===== config.mk =====
export PLATFORM = sky130hd
export DESIGN_NAME = execute_stage
export DESIGN_NICKNAME = d
export VERILOG_FILES = /design/src/rtl/execute_stage.sv
export SDC_FILE = /design/constraint.sdc
export NUM_CORES = 1
export LEC_CHECK = 0
export ABC_AREA = 1
export BUFFER_PORTS_ARGS = -buffer_cell sky130_fd_sc_hd__buf_2
export CAP_MARGIN = 20
export CORE_MARGIN = 10
export CORE_UTILIZATION = 50
export CTS_BUF_LIST = sky130_fd_sc_hd__clkbuf_8 sky130_fd_sc_hd__clkbuf_16
export CTS_CLUSTER_DIAMETER = 50
export DETAILED_ROUTE_END_ITERATION = 12
export PLACE_DENSITY = 0.74
export SYNTH_ARGS = -nofsm -noshare
export SYNTH_HDL_FRONTEND = slang
export SYNTH_SLANG_ARGS = --single-unit

===== constraint.sdc =====
create_clock -name clk -period 10.22 [get_ports clk]
set_input_delay 1.022 -clock clk [delete_from_list [all_inputs] [get_ports clk]]
set_output_delay 1.022 -clock clk [all_outputs]
set_load 0.1 [all_outputs]

===== src/rtl/execute_stage.sv =====
// MINI-RISC execute stage: D/E register, forwarding ALU, flag logic and E/W register.
// Define MULDIV_EN to implement MUL/DIV; otherwise both produce zero and leave the flags untouched.
module execute_stage #(
  parameter int DATA_W = 16,
  parameter int PC_W   = 11
) (
  input  logic              clk,
  input  logic              reset_n,
  input  logic              stall_D,
  input  logic              flush_D,
  input  logic [4:0]        opcode_D,
  input  logic [2:0]        rd_D,
  input  logic [DATA_W-1:0] reg_data_1_D,
  input  logic [DATA_W-1:0] reg_data_2_D,
  input  logic [7:0]        immediate_D,
  input  logic [3:0]        bit_pos_D,
  input  logic [PC_W-1:0]   pc_D,
  input  logic              alu_src_D,
  input  logic              reg_write_D,
  input  logic              mem_read_D,
  input  logic              mem_write_D,
  input  logic              mem_to_reg_D,
  input  logic [1:0]        write_mode_D,
  input  logic [1:0]        forward_A,
  input  logic [1:0]        forward_B,
  input  logic [DATA_W-1:0] wb_fwd_data,
  input  logic [DATA_W-1:0] current_flags,
  input  logic [DATA_W-1:0] mem_read_data,
  output logic [4:0]        opcode_E,
  output logic [2:0]        rd_E,
  output logic              reg_write_E,
  output logic              mem_read_E,
  output logic [PC_W-1:0]   mem_addr,
  output logic [DATA_W-1:0] mem_wdata,
  output logic              mem_we,
  output logic [DATA_W-1:0] next_flags,
  output logic [4:0]        opcode_W,
  output logic [2:0]        rd_W,
  output logic [DATA_W-1:0] wb_data,
  output logic [1:0]        wb_en_0,
  output logic [DATA_W-1:0] wb_data_1,
  output logic [1:0]        wb_en_1
);

  localparam logic [4:0] OP_LBL  = 5'b00001;
  localparam logic [4:0] OP_LBH  = 5'b00010;
  localparam logic [4:0] OP_MOV  = 5'b00011;
  localparam logic [4:0] OP_INC  = 5'b00100;
  localparam logic [4:0] OP_DEC  = 5'b00101;
  localparam logic [4:0] OP_ADD  = 5'b00110;
  localparam logic [4:0] OP_SUB  = 5'b00111;
  localparam logic [4:0] OP_MUL  = 5'b01000;
  localparam logic [4:0] OP_DIV  = 5'b01001;
  localparam logic [4:0] OP_AND  = 5'b01010;
  localparam logic [4:0] OP_OR   = 5'b01011;
  localparam logic [4:0] OP_XOR  = 5'b01100;
  localparam logic [4:0] OP_NOT  = 5'b01101;
  localparam logic [4:0] OP_SHL  = 5'b01110;
  localparam logic [4:0] OP_SHR  = 5'b01111;
  localparam logic [4:0] OP_SETB = 5'b10000;
  localparam logic [4:0] OP_CLRB = 5'b10001;
  localparam logic [4:0] OP_CMP  = 5'b10010;
  localparam logic [4:0] OP_LOAD = 5'b10011;
  localparam logic [4:0] OP_STOR = 5'b10100;

  localparam logic [DATA_W:0] ONE_X = 1;

  typedef struct packed {
    logic [4:0]        opcode;
    logic [2:0]        rd;
    logic [DATA_W-1:0] rs1;
    logic [DATA_W-1:0] rs2;
    logic [7:0]        imm;
    logic [3:0]        bit_pos;
    logic              alu_src;
    logic              reg_write;
    logic              mem_read;
    logic              mem_write;
    logic              mem_to_reg;
    logic [1:0]        write_mode;
  } de_t;

  typedef struct packed {
    logic [4:0]        opcode;
    logic [2:0]        rd;
    logic [DATA_W-1:0] r0;
    logic [DATA_W-1:0] r1;
    logic [DATA_W-1:0] mem_data;
    logic              reg_write;
    logic              mem_to_reg;
    logic [1:0]        write_mode;
  } ew_t;

  de_t de_q, de_d;
  ew_t ew_q, ew_d;

  logic [DATA_W-1:0] op_a, op_b, rs2_fwd, bit_mask;
  logic [DATA_W:0]   add_w, sub_w, inc_w, dec_w;
  logic [DATA_W-1:0] r0, r1, flag_src;
  logic              upd, fc, fv;
  logic              unused_pc;

  // The program counter plays no part in execution here.
  assign unused_pc = ^pc_D;

  always_comb begin
    de_d = de_q;
    if (flush_D) begin
      de_d = '0;
    end else if (!stall_D) begin
      de_d.opcode     = opcode_D;
      de_d.rd         = rd_D;
      de_d.rs1        = reg_data_1_D;
      de_d.rs2        = reg_data_2_D;
      de_d.imm        = immediate_D;
      de_d.bit_pos    = bit_pos_D;
      de_d.alu_src    = alu_src_D;
      de_d.reg_write  = reg_write_D;
      de_d.mem_read   = mem_read_D;
      de_d.mem_write  = mem_write_D;
      de_d.mem_to_reg = mem_to_reg_D;
      de_d.write_mode = write_mode_D;
    end
  end

  always_comb begin
    case (forward_A)
      2'b01:   op_a = wb_data;
      2'b10:   op_a = wb_fwd_data;
      default: op_a = de_q.rs1;
    endcase
    case (forward_B)
      2'b01:   rs2_fwd = wb_data;
      2'b10:   rs2_fwd = wb_fwd_data;
      default: rs2_fwd = de_q.rs2;
    endcase
    // The immediate only replaces B when no bypass is selected; stores always take rs2_fwd.
    if ((forward_B == 2'b01) || (forward_B == 2'b10)) op_b = rs2_fwd;
    else if (de_q.alu_src)                            op_b = {8'h00, de_q.imm};
    else                                              op_b = de_q.rs2;
  end

  assign add_w    = {1'b0, op_a} + {1'b0, op_b};
  assign sub_w    = {1'b0, op_a} - {1'b0, op_b};
  assign inc_w    = {1'b0, op_a} + ONE_X;
  assign dec_w    = {1'b0, op_a} - ONE_X;
  assign bit_mask = DATA_W'(1) << de_q.bit_pos;

`ifdef MULDIV_EN
  logic [2*DATA_W-1:0] prod;
  logic [DATA_W-1:0]   quot, rem;
  assign prod = {{DATA_W{1'b0}}, op_a} * {{DATA_W{1'b0}}, op_b};
  assign quot = op_a / op_b;
  assign rem  = op_a % op_b;
`endif

  always_comb begin
    r0  = '0;
    r1  = '0;
    upd = 1'b0;
    fc  = 1'b0;
    fv  = 1'b0;
    case (de_q.opcode)
      OP_LBL:  r0 = {8'h00, de_q.imm};
      OP_LBH:  r0 = {de_q.imm, 8'h00};
      OP_MOV, OP_LOAD, OP_STOR: r0 = op_a;
      OP_INC:  begin r0 = inc_w[DATA_W-1:0]; fc = inc_w[DATA_W]; fv = ~op_a[15] & r0[15]; upd = 1'b1; end
      OP_DEC:  begin r0 = dec_w[DATA_W-1:0]; fc = dec_w[DATA_W]; fv = op_a[15] & ~r0[15]; upd = 1'b1; end
      OP_ADD:  begin
        r0 = add_w[DATA_W-1:0]; fc = add_w[DATA_W];
        fv = (op_a[15] == op_b[15]) && (r0[15] != op_a[15]); upd = 1'b1;
      end
      OP_SUB, OP_CMP: begin
        r0 = (de_q.opcode == OP_SUB) ? sub_w[DATA_W-1:0] : '0;
        fc = sub_w[DATA_W];
        fv = (op_a[15] != op_b[15]) && (sub_w[15] != op_a[15]); upd = 1'b1;
      end
      OP_MUL: begin
`ifdef MULDIV_EN
        r0 = prod[DATA_W-1:0]; r1 = prod[2*DATA_W-1:DATA_W]; upd = 1'b1;
`endif
      end
      OP_DIV: begin
`ifdef MULDIV_EN
        if (op_b == '0) begin r0 = '1; r1 = op_a; fv = 1'b1; end
        else            begin r0 = quot; r1 = rem; end
        upd = 1'b1;
`endif
      end
      OP_AND:  begin r0 = op_a & op_b; upd = 1'b1; end
      OP_OR:   begin r0 = op_a | op_b; upd = 1'b1; end
      OP_XOR:  begin r0 = op_a ^ op_b; upd = 1'b1; end
      OP_NOT:  begin r0 = ~op_a;       upd = 1'b1; end
      OP_SHL:  begin r0 = {op_a[14:0], 1'b0}; fc = op_a[15]; upd = 1'b1; end
      OP_SHR:  begin r0 = {1'b0, op_a[15:1]}; fc = op_a[0];  upd = 1'b1; end
      OP_SETB: r0 = op_a | bit_mask;
      OP_CLRB: r0 = op_a & ~bit_mask;
      default: r0 = '0;
    endcase
  end

  // CMP discards its difference but still derives Z and N from it.
  assign flag_src   = (de_q.opcode == OP_CMP) ? sub_w[DATA_W-1:0] : r0;
  assign next_flags = upd ? {{(DATA_W-4){1'b0}}, fv, flag_src[15], fc, ~|flag_src} : current_flags;

  always_comb begin
    ew_d            = '0;
    ew_d.opcode     = de_q.opcode;
    ew_d.rd         = de_q.rd;
    ew_d.r0         = r0;
    ew_d.r1         = r1;
    ew_d.mem_data   = mem_read_data;
    ew_d.reg_write  = de_q.reg_write;
    ew_d.mem_to_reg = de_q.mem_to_reg;
    ew_d.write_mode = de_q.write_mode;
  end

  always_ff @(posedge clk or negedge reset_n) begin
    if (!reset_n) begin
      de_q <= '0;
      ew_q <= '0;
    end else begin
      de_q <= de_d;
      ew_q <= ew_d;
    end
  end

  assign opcode_E    = de_q.opcode;
  assign rd_E        = de_q.rd;
  assign reg_write_E = de_q.reg_write;
  assign mem_read_E  = de_q.mem_read;
  assign mem_addr    = r0[PC_W-1:0];
  assign mem_wdata   = rs2_fwd;
  assign mem_we      = de_q.mem_write;

  assign opcode_W  = ew_q.opcode;
  assign rd_W      = ew_q.rd;
  assign wb_data   = ew_q.mem_to_reg ? ew_q.mem_data : ew_q.r0;
  assign wb_en_0   = ew_q.reg_write ? ew_q.write_mode : 2'b00;
  assign wb_data_1 = ew_q.r1;
`ifdef MULDIV_EN
  assign wb_en_1   = ((ew_q.opcode == OP_MUL) || (ew_q.opcode == OP_DIV)) ? 2'b11 : 2'b00;
`else
  assign wb_en_1   = 2'b00;
`endif

endmodule


==> results of run 1 <==
==> layout make-up <==
cell class / instances / area share
clock inverters: 7 / 0.005675
well taps: 270 / 0.03004
repair buffers: 207 / 0.09703
inverters: 208 / 0.06943
diodes: 1 / 0.0002225
flip-flops and latches: 103 / 0.2292
clock buffers: 9 / 0.02003
multi-input cells: 1256 / 0.5483
==> cell families after synthesis <==
kind of cell,Yosys count,share of synthesized area
AO/OA/AOI/OAI,240,0.1328
other,1,0.0003703
buffers and inverters,323,0.1429
adder cells (fa/ha/maj),43,0.05461
flip-flops,103,0.2545
XOR/XNOR,6,0.005189
AND/OR/NAND/NOR,949,0.4096
==> metal layers <==
layer  wire length (um)  up-vias  global-route usage
met5                  0        -                   0
met4               1312        0             0.09347
met3               4241       82             0.05771
met2              19380      663              0.4901
met1              17570     5385              0.4240
li1                   -     5525                   -
==> cells in the final DEF (no fill, tap or decap), drive strengths merged, types with 2 or more instances in the layout <==
cell type,instances
conb,18
nand3b,5
a21o,2
ha,41
o21bai,5
inv,209
o211ai,8
nor4,4
nand4,24
dfrtp,103
o31ai,2
o21a,2
clkinv,6
a21boi,3
nor2,209
o21ai,106
clkbuf,9
a22oi,13
xor2,4
nand2,484
and2,4
buf,207
nand3,201
xnor2,2
nor3,16
a21oi,88
fa,2
o22ai,5
==> worst max path at each step <==
stage               depth (start not counted)    startpoint       endpoint
CTS                                        25  forward_B[0]  next_flags[0]
global placement                           25  forward_B[0]  next_flags[0]
finish                                     25  forward_B[0]  next_flags[0]
detailed placement                         25  forward_B[0]  next_flags[0]
global route                               25  forward_B[0]  next_flags[0]
floorplan                                  23  forward_B[1]  next_flags[0]
==> sequential cells by signal (all words and copies together), names as in the netlist <==
name and count:
rd_W 3, mem_we 1, opcode_W 5, opcode_E 5
rd_E 3, ew_q 36, de_q 48, mem_read_E 1
reg_write_E 1
==> metrics by stage <==
| stage | setup slack, ns | utilization | power (uW) | instances |
|---|---|---|---|---|
| after floorplan | 3.441 | - | 1209 | 1682 |
| after global placement | 3.465 | 0.5434 | 1428 | 2043 |
| after detailed placement | 3.485 | 0.5434 | 1430 | 2043 |
| after CTS | 3.466 | 0.5578 | 1774 | 2059 |
| after global routing | 2.925 | 0.5593 | 1883 | 2061 |
| final | 3.277 | 0.5593 | 1792 | 2061 |
==> power breakdown <==
part | internal (uW) | switching (uW) | total [uW]
Sequential | 435 | 15.9 | 451
Combinational | 208 | 787 | 995
Clock | 172 | 174 | 346
==> metrics.md, run 1 <==
| Metric | Value |
|---|---|
| Final Hold Fails | `0` |
| Reg2Reg Launch Point | `ew_q[2]` |
| Max Transition Viols Final | `0` |
| Setup repair bufs after CTS | `0` |
| DR vias/cell | `5.655` |
| Share of the synthesized area in the top cell type | `0.2545` |
| Cell at the slowest stage of the critical path | `ha_1` |
| Max Clk Rate | `144.0 MHz` |
| Mapped Area | `10130 um2` |
| Worst-Skew Late Latency | `0.36 ns` |
| R2R cell count | `21` |
| Most common cell in the netlist | `nand2_1` |
| Critical R2R Capture | `ew_q[50]` |
| H-tree levels | `3` |
| # nets final | `1954` |
| VDD IR max | `0.1096 mV` |
| IO Port Bufs | `194` |
| CP endpoint kind | `output port` |
| Sequential area share after synthesis | `0.2545` |
| Dpl cell area | `10930 um2` |
| Lkg Pwr | `0.006203 uW` |
| Vias in the first global route | `10700` |
| Fillers | `2044` |
| Pin count of the biggest net entering global routing | `73` |
| CP peak stage delay | `0.50 ns` |
| Netlist cell types | `53` |
| Pre-Repair DR Iteration Count | `7` |
| CTS buffer count | `9` |
| Synth area leader | `dfrtp_1` |
| Final setup violation count | `0` |
| TritonCTS clock tree | `done` |
| Delay-heaviest family, CP | `simple AND/OR/NAND/NOR gates` |
| Ys Warns | `0` |
| Hold Path Class | `flop to flop` |
| Ys async rst share | `1.000` |
| Vias | `11660` |
| Hold EP | `ew_q[1]` |
| Seq cells post-synth | `103` |
| # DRC | `0` |
| Synth cell count leaders | `nand2_1 (453), nor2_1 (197), nand3_1 (196), inv_1 (191), o21ai_0 (104)` |
| Mapped Avg Cell Area | `6.082 um2` |
| R2R setup slack | `6.23 ns` |
| Gp weighted congestion | `1.064` |
| RSZ-0062 raised after global routing | `false` |
| Clock slew at reported path FFs | `0.08 ns` |
| Die area | `26350 um2` |
| Number of clock sinks | `103` |
| Area of the multi-input gates | `6166 um2` |
| Core box area | `20100 um2` |
| Arrival @ worst endpoint | `5.92 ns` |
| Critical Path RT | `9.20 ns` |
| Part of the cycle the worst path needs | `0.6794` |
| DR WL/cell | `20.62 um` |
| Slew headroom | `0.3725` |
| Cell depth of the worst min-delay path | `0` |
| Root buffer cell | `clkbuf_16` |
| GRT overflow | `0` |
| Post-DP HPWL | `34750 um` |
| Clock buffer depth | `2` |
| Area Growth Syn to Fin | `11.03%` |
| Fin Setup TNS | `0 ns` |
| Maximum capacitance violations | `0` |
| Status | `finished clean` |
| Num ports | `224` |
| Fin Clk Skew | `0.01669 ns` |
| PD cells | `159.4 nW/um2` |
| Routed Antenna Nets | `0` |
| Die H | `162.3 um` |
| Starting Density | `0.5037` |
| Final period demand of the worst path | `6.943 ns` |
| Row count | `52` |
| CP Launch Type | `input port` |
| CP Buf/Inv Count | `7` |
| Post-synth EDFFs | `0` |
| Initial antenna violation count | `1` |
| Most frequent CP cell | `nand2_1` |
| Initial DRC count | `1637` |
| Hold_buf cts | `0` |
| Overall Global Routing Usage | `0.3111` |
| PostCTS Resize Cnt | `0` |
| Post-route cell area | `11240 um2` |
| Global-route wire length before repair | `63920 um` |
| Tightest Pin Transition | `0.9398 ns` |
| Hold path start | `de_q[1]` |
| Synth area leaders | `dfrtp_1 (25%), nand2_1 (17%), nand3_1 (9.7%), nor2_1 (7.3%), inv_1 (7.1%)` |
| Crit Path Category | `input port to output port` |
| Seq. cell area | `2577 um2` |
| Die W | `162.3 um` |
| Ys flop type | `dfrtp_1` |
| Layout cells sized above 1 | `0.1609` |
| CP max FO | `37` |
| Syn Inst Count | `1665` |
| Worst Hold Slack | `0.3777 ns` |
| Post-Route WL | `42500 um` |
(Power assumes the default switching activity.)
==> run 2, diff against run 1 <==
--- a/config.mk
+++ b/config.mk
@@ -13,7 +13,7 @@
 export CTS_BUF_LIST = sky130_fd_sc_hd__clkbuf_8 sky130_fd_sc_hd__clkbuf_16
 export CTS_CLUSTER_DIAMETER = 50
 export DETAILED_ROUTE_END_ITERATION = 12
-export PLACE_DENSITY = 0.74
+export PLACE_DENSITY = 0.77
 export SYNTH_ARGS = -nofsm -noshare
 export SYNTH_HDL_FRONTEND = slang
 export SYNTH_SLANG_ARGS = --single-unit
==> constraint.sdc (replaced) <==
create_clock -name clk -period 6.3 [get_ports clk]
set_input_delay 0.63 -clock clk [delete_from_list [all_inputs] [get_ports clk]]
set_output_delay 0.63 -clock clk [all_outputs]
set_load 0.1 [all_outputs]
==> metrics.md, run 2 (same netlist as run 1, synthesis figures left out) <==
| Metric | Value |
|---|---|
| Most common cell after layout, fill and taps aside | `nand2_1` |
| Final Worst Setup Slack | `0.4773 ns` |
| Number of clock sinks | `103` |
| GRT overflow | `0` |
| Vias in the first global route | `11030` |
| Root buffer cell | `clkbuf_16` |
| R2R cell count | `19` |
| Leading registers by flop count | `de_q: 48 flops, ew_q: 36 flops` |
| Pwr Total | `2878 uW` |
| Starting Density | `0.5037` |
| Pre-Repair DR Iteration Count | `6` |
| Global-route wire length before repair | `64710 um` |
| # nets final | `1954` |
| Vias | `11580` |
| Clock buffer depth | `2` |
| Max reg flops | `48` |
| Final setup violation count | `0` |
| Most frequent cells in the layout | `nand2_1 (453), nor2_1 (197), nand3_1 (196), buf_2 (193), inv_1 (191)` |
| Pin count of the biggest net entering global routing | `73` |
| Hold_buf cts | `0` |
| H-tree levels | `3` |
| Largest Register | `de_q` |
| Tightest Pin Transition | `0.9368 ns` |
| # DRC | `0` |
| DR vias/cell | `5.626` |
| Die W | `162.3 um` |
| Area Growth Syn to Fin | `10.91%` |
| Layout cells sized above 1 | `0.1610` |
| Metal2 WL | `18910 um` |
| Post-Route WL | `42600 um` |
| PD cells | `256.2 nW/um2` |
| Slew headroom | `0.3746` |
| Internal power | `1317 uW` |
| Routed Antenna Nets | `0` |
| Part of the cycle the worst path needs | `0.9242` |
| Post-Place Setup Slack | `0.5640 ns` |
| Row count | `52` |
| Final period demand of the worst path | `5.823 ns` |
| Crit Path Category | `input port to output port` |
| IO Port Bufs | `194` |
| Num ports | `224` |
| Clock slew at reported path FFs | `0.08 ns` |
| Arrival @ worst endpoint | `5.19 ns` |
| Switching Share | `0.5424` |
| Clk pwr share | `0.187` |
| Post-DP HPWL | `35020 um` |
| Setup repair bufs after CTS | `0` |
| R2R setup slack | `2.39 ns` |
| TritonCTS clock tree | `done` |
| Max Transition Viols Final | `0` |
| Overall Global Routing Usage | `0.3157` |
| Final core occ | `0.5587` |
| Final Hold Fails | `0` |
| Max Clk Rate | `171.7 MHz` |
| Reg2Reg Launch Point | `ew_q[2]` |
| Comb power frac | `0.558` |
| Met3 WL post-DR | `4225 um` |
| CP Launch Type | `input port` |
| Fillers | `2051` |
| Gp weighted congestion | `1.014` |
| Hold Path Class | `input port to asynchronous set/reset pin` |
| Worst-Skew Late Latency | `0.36 ns` |
| Diodes inserted | `0` |
| DR WL/cell | `20.69 um` |
| Initial DRC count | `1379` |
| Uppermost layer routed | `met4` |
| Critical Path RT | `5.67 ns` |
| Die H | `162.3 um` |
| RSZ-0062 raised after global routing | `false` |
| CTS buffer count | `9` |
| Worst Hold Slack | `0.2807 ns` |
| Fin Setup TNS | `0 ns` |
| Lkg Pwr | `0.006183 uW` |
| PostCTS Resize Cnt | `0` |
| Status | `finished clean` |
| CP max FO | `14` |
| Core box area | `20100 um2` |
| Net Sw Power | `1561 uW` |
| CP endpoint kind | `output port` |
| Die area | `26350 um2` |
| Share of power burned in registers | `0.255` |
| Fin Clk Skew | `0.01032 ns` |
| Maximum capacitance violations | `0` |
| Initial antenna violation count | `0` |
| Critical R2R Capture | `ew_q[48]` |
| VDD IR max | `0.1879 mV` |
| Post-Route M1 WL | `17750 um` |
-- run 2: cell count changes in the layout (fill, tap and decap cells not counted), sizes merged --
cell	previous run	this run
clkinv	6	5
inv	209	206
diode	1	0
clkinvlp	0	3
-- run 2: worst max-delay path, cell delays in order --
cell and delay, ns:
buf_2 0.09, inv_1 0.04, ha_1 0.58, buf_4 0.31
a21oi_1 0.11, a21oi_4 0.45, ha_1 0.30, inv_1 0.08
fa_1 0.51, o31ai_1 0.33, nand2_1 0.08, nand2_1 0.07
nor2_1 0.04, nor2_1 0.22, nand3_1 0.11, nor2_1 0.17
nand2_1 0.08, nor2_1 0.12, nand3_1 0.07, nor2_1 0.14
nand2_1 0.14, nand2_1 0.08, buf_2 0.42
-- run 2: worst max-delay path by stage --
stage                      start            end  slack [ns]  cells past startpoint
floorplan                ew_q[2]  next_flags[0]        0.06                     22
global placement    forward_A[0]  next_flags[0]        0.63                     26
detailed placement  forward_A[0]  next_flags[0]        0.56                     23
CTS                 forward_A[0]  next_flags[0]        0.55                     23
global route        forward_A[0]  next_flags[0]        0.14                     23
finish              forward_A[0]  next_flags[0]        0.48                     23
-- run 2: routing by layer --
layer  track usage  vias to the layer above
met1        0.4268                     5328
li1              -                     5510
met4        0.1195                        0
met5             0                        -
met3       0.06277                      104
met2        0.4871                      642
-- run 2: area by class of cell --
class                   instances  area, um2  area share
clock buffers                   9      225.2     0.02005
clock inverters                 6      53.80    0.004790
inverters                     208      780.7     0.06951
multi-input cells            1256       6166      0.5490
flip-flops and latches        103       2577      0.2295
well taps                     270      337.8     0.03008
repair buffers                207       1091     0.09714
-- run 2: power groups by stage --
stage	registers (uW)	logic, uW	clock network [uW]
floorplan	741	1220	0
global placement	744	1570	0
detailed placement	746	1570	0
CTS	733	1580	546
global route	738	1710	570
finish	733	1610	538
-- run 2: per-stage QoR --
step	std cells	instance area, um2
finish	2059	11230
global route	2059	11230
floorplan	1682	10190
global placement	2043	10930
CTS	2058	11200
detailed placement	2043	10930
==> run 3, diff against run 2 <==
--- a/config.mk
+++ b/config.mk
@@ -5,7 +5,6 @@
 export SDC_FILE = /design/constraint.sdc
 export NUM_CORES = 1
 export LEC_CHECK = 0
-export ABC_AREA = 1
 export BUFFER_PORTS_ARGS = -buffer_cell sky130_fd_sc_hd__buf_2
 export CAP_MARGIN = 20
 export CORE_MARGIN = 10
@@ -13,7 +12,7 @@
 export CTS_BUF_LIST = sky130_fd_sc_hd__clkbuf_8 sky130_fd_sc_hd__clkbuf_16
 export CTS_CLUSTER_DIAMETER = 50
 export DETAILED_ROUTE_END_ITERATION = 12
-export PLACE_DENSITY = 0.77
+export PLACE_DENSITY = 0.78
 export SYNTH_ARGS = -nofsm -noshare
 export SYNTH_HDL_FRONTEND = slang
 export SYNTH_SLANG_ARGS = --single-unit
==> metrics.md, run 3 <==
| Metric | Value |
|---|---|
| Global-route wire length before repair | `56220 um` |
| Seq cells post-synth | `103` |
| Max Clk Rate | `164.7 MHz` |
| Critical R2R Capture | `ew_q[47]` |
| Diodes inserted | `0` |
| Critical Path Sink | `next_flags[0]` |
| Starting Density | `0.5138` |
| Final Instance Count excl. Fillers | `1553` |
| Routed Antenna Nets | `0` |
| Ys Warns | `0` |
| Crit path from | `forward_A[0]` |
| Mapped Avg Cell Area | `8.149 um2` |
| Internal power | `1461 uW` |
| PD cells | `273.4 nW/um2` |
| DR WL/cell | `24.07 um` |
| TritonCTS clock tree | `done` |
| Ys flop type | `dfrtp_1` |
| VDD IR max | `0.2294 mV` |
| IO Port Bufs | `194` |
| Setup repair bufs after CTS | `0` |
| Hold Path Class | `input port to asynchronous set/reset pin` |
| Leading registers by flop count | `de_q: 48 flops, ew_q: 36 flops` |
| Placed Cells | `1534` |
| Die W | `156.8 um` |
| Root buffer cell | `clkbuf_16` |
| Part of the cycle the worst path needs | `0.9639` |
| Pin count of the biggest net entering global routing | `60` |
| H-tree levels | `3` |
| Post-DP HPWL | `29420 um` |
| Most common cell after layout, fill and taps aside | `buf_2` |
| Max reg flops | `48` |
| # DRC | `0` |
| Largest Register | `de_q` |
| Synth cell count leaders | `nor2_1 (116), dfrtp_1 (103), nand2_1 (78), mux2i_1 (74), o21ai_0 (66)` |
| Gp weighted congestion | `0.9713` |
| Vias | `9885` |
| Ys async rst share | `1.000` |
| Post-synth EDFFs | `0` |
| Initial antenna violation count | `1` |
| Clk pwr share | `0.198` |
| R2R cell count | `14` |
| Die H | `156.8 um` |
| Netlist cell types | `81` |
| RSZ-0062 raised after global routing | `false` |
| Critical Path RT | `5.67 ns` |
| Row count | `49` |
| Most common cell in the netlist | `nor2_1` |
| Lkg Pwr | `0.005387 uW` |
| Layout cells sized above 1 | `0.2523` |
| Final Hold Fails | `0` |
| Synth area leader | `dfrtp_1` |
| Vias in the first global route | `9848` |
| Dpl cell area | `10570 um2` |
| Switching Share | `0.5163` |
| Final period demand of the worst path | `6.073 ns` |
| Fin Setup TNS | `0 ns` |
| Comb power frac | `0.550` |
| Maximum capacitance violations | `0` |
| Pre-Repair DR Iteration Count | `6` |
| Reg2Reg Launch Point | `ew_q[2]` |
| R2R setup slack | `2.04 ns` |
| Most frequent cells in the layout | `buf_2 (190), nor2_1 (116), dfrtp_1 (101), nand2_1 (78), mux2i_1 (71)` |
| Initial DRC count | `938` |
| Core box area | `18210 um2` |
| Hold_buf cts | `0` |
| Crit Path Category | `input port to output port` |
| Slew headroom | `0.2835` |
| Post-Route WL | `37370 um` |
| CTS buffer count | `9` |
| Clock buffer depth | `2` |
| Fin Clk Skew | `0.01555 ns` |
| Clock slew at reported path FFs | `0.08 ns` |
| Net Sw Power | `1559 uW` |
| Area Growth Syn to Fin | `18.04%` |
| Syn Inst Count | `1148` |
| Final setup violation count | `0` |
| DR vias/cell | `6.365` |
| Area of the multi-input gates | `6042 um2` |
| Number of clock sinks | `103` |
| Die area | `24580 um2` |
| # nets final | `1488` |
| Arrival @ worst endpoint | `5.44 ns` |
| Seq. cell area | `2580 um2` |
| Share of the synthesized area in the top cell type | `0.2755` |
| Num ports | `224` |
| Mapped Area | `9355 um2` |
| GRT overflow | `0` |
| Status | `finished clean` |
| CP endpoint kind | `output port` |
| Tightest Pin Transition | `1.064 ns` |
| CP Launch Type | `input port` |
| Overall Global Routing Usage | `0.2929` |
| Post-route cell area | `11040 um2` |
| Sequential area share after synthesis | `0.2755` |
| Max Transition Viols Final | `0` |
| Final core occ | `0.6065` |
| Fillers | `1648` |
| CP max FO | `35` |
| Synth area leaders | `dfrtp_1 (28%), mux2i_1 (7.9%), ha_1 (5.5%), nor2_1 (4.7%), buf_4 (3.6%)` |
| Share of power burned in registers | `0.252` |
| Worst-Skew Late Latency | `0.37 ns` |
==> run 3: changes by cell type after synthesis, moves of 17 or more <==
| cell | previous run | this run |
|---|---|---|
| nand2_1 | 453 | 78 |
| nand3_1 | 196 | 18 |
| inv_1 | 191 | 61 |
| nor2_1 | 197 | 116 |
| mux2i_1 | 0 | 74 |
| o21ai_0 | 104 | 66 |
| a21oi_1 | 85 | 59 |
| clkbuf_1 | 35 | 61 |
| nand2_2 | 23 | 0 |
| and2_1 | 4 | 26 |
| buf_2 | 24 | 6 |
| nor3_1 | 16 | 33 |
==> run 3: area by class of cell <==
| class | instances | share of cell area |
|---|---|---|
| well taps | 229 | 0.02595 |
| inverters | 64 | 0.02198 |
| clock buffers | 9 | 0.02039 |
| multi-input cells | 876 | 0.5471 |
| repair buffers | 265 | 0.1422 |
| flip-flops and latches | 103 | 0.2336 |
| clock inverters | 7 | 0.008724 |
==> run 3: what timing repair did <==
| item | 4_1_cts | 5_1_grt |
|---|---|---|
| pin swaps | 0 | 0 |
| gates resized for setup | 1 | 26 |
| hold endpoints to repair | 0 | 0 |
| setup endpoints to repair | 1 | 1 |
==> run 3: how the worst min path moves through the flow <==
| stage | startpoint | end | slack [ns] | depth (start not counted) |
|---|---|---|---|---|
| 4_1_cts | reset_n | opcode_E[2] | 0.31 | 1 |
| 6_report | reset_n | opcode_W[1] | 0.30 | 1 |
| 3_3_place_gp | de_q[1] | ew_q[1] | 0.36 | 0 |
| 5_1_grt | reset_n | opcode_E[2] | 0.34 | 1 |
| 3_5_place_dp | de_q[2] | ew_q[2] | 0.37 | 0 |
| 2_1_floorplan | reset_n | de_q[0] | 0.33 | 0 |
==> run 3: kinds of logic after synthesis <==
logic type / synth area share
adder cells (fa/ha/maj): 0.05911
buffers and inverters: 0.09710
other: 0.0004008
flip-flops: 0.2755
XOR/XNOR: 0.02060
AND/OR/NAND/NOR: 0.2022
AO/OA/AOI/OAI: 0.2506
multiplexers: 0.09442
==> run 3: metrics by stage <==
step           hold WS (ns)  total power, uW  worst slack, ns
2_1_floorplan        0.3344             1985         0.004816
3_3_place_gp         0.3603             2372           0.1172
3_5_place_dp         0.3704             2387          0.01455
4_1_cts              0.3135             2985          0.01446
5_1_grt              0.3361             3140         0.006545
6_report             0.2964             3020           0.2273
==> run 3: layer usage <==
metal / routed length, um / track usage / up-vias
li1: - / - / 4489
met1: 14930 / 0.3611 / 4695
met2: 16840 / 0.4692 / 578
met3: 3472 / 0.06031 / 123
met4: 2133 / 0.1627 / 0
met5: 0 / 0 / -
==> run 3: critical path, cell delays in order <==
cell and delay, ns:
buf_2 0.09, inv_1 0.04, ha_1 0.42, buf_8 0.25
inv_1 0.17, o21ai_4 0.30, inv_4 0.08, ha_1 0.29
buf_4 0.17, nand2b_1 0.17, a221o_1 0.36, a21oi_1 0.17
nor2_1 0.07, xnor2_1 0.19, a211o_1 0.36, or4_1 0.56
or4_1 0.58, o41ai_4 0.31, buf_12 0.22
==> run 3: power by group through the flow <==
stage                     sequential [uW]  clock (uW)  combinational (uW)
after floorplan                       755           0                1230
after global placement                769           0                1600
after detailed placement              772           0                1620
after CTS                             759         606                1620
after global routing                  767         628                1750
final                                 762         597                1660
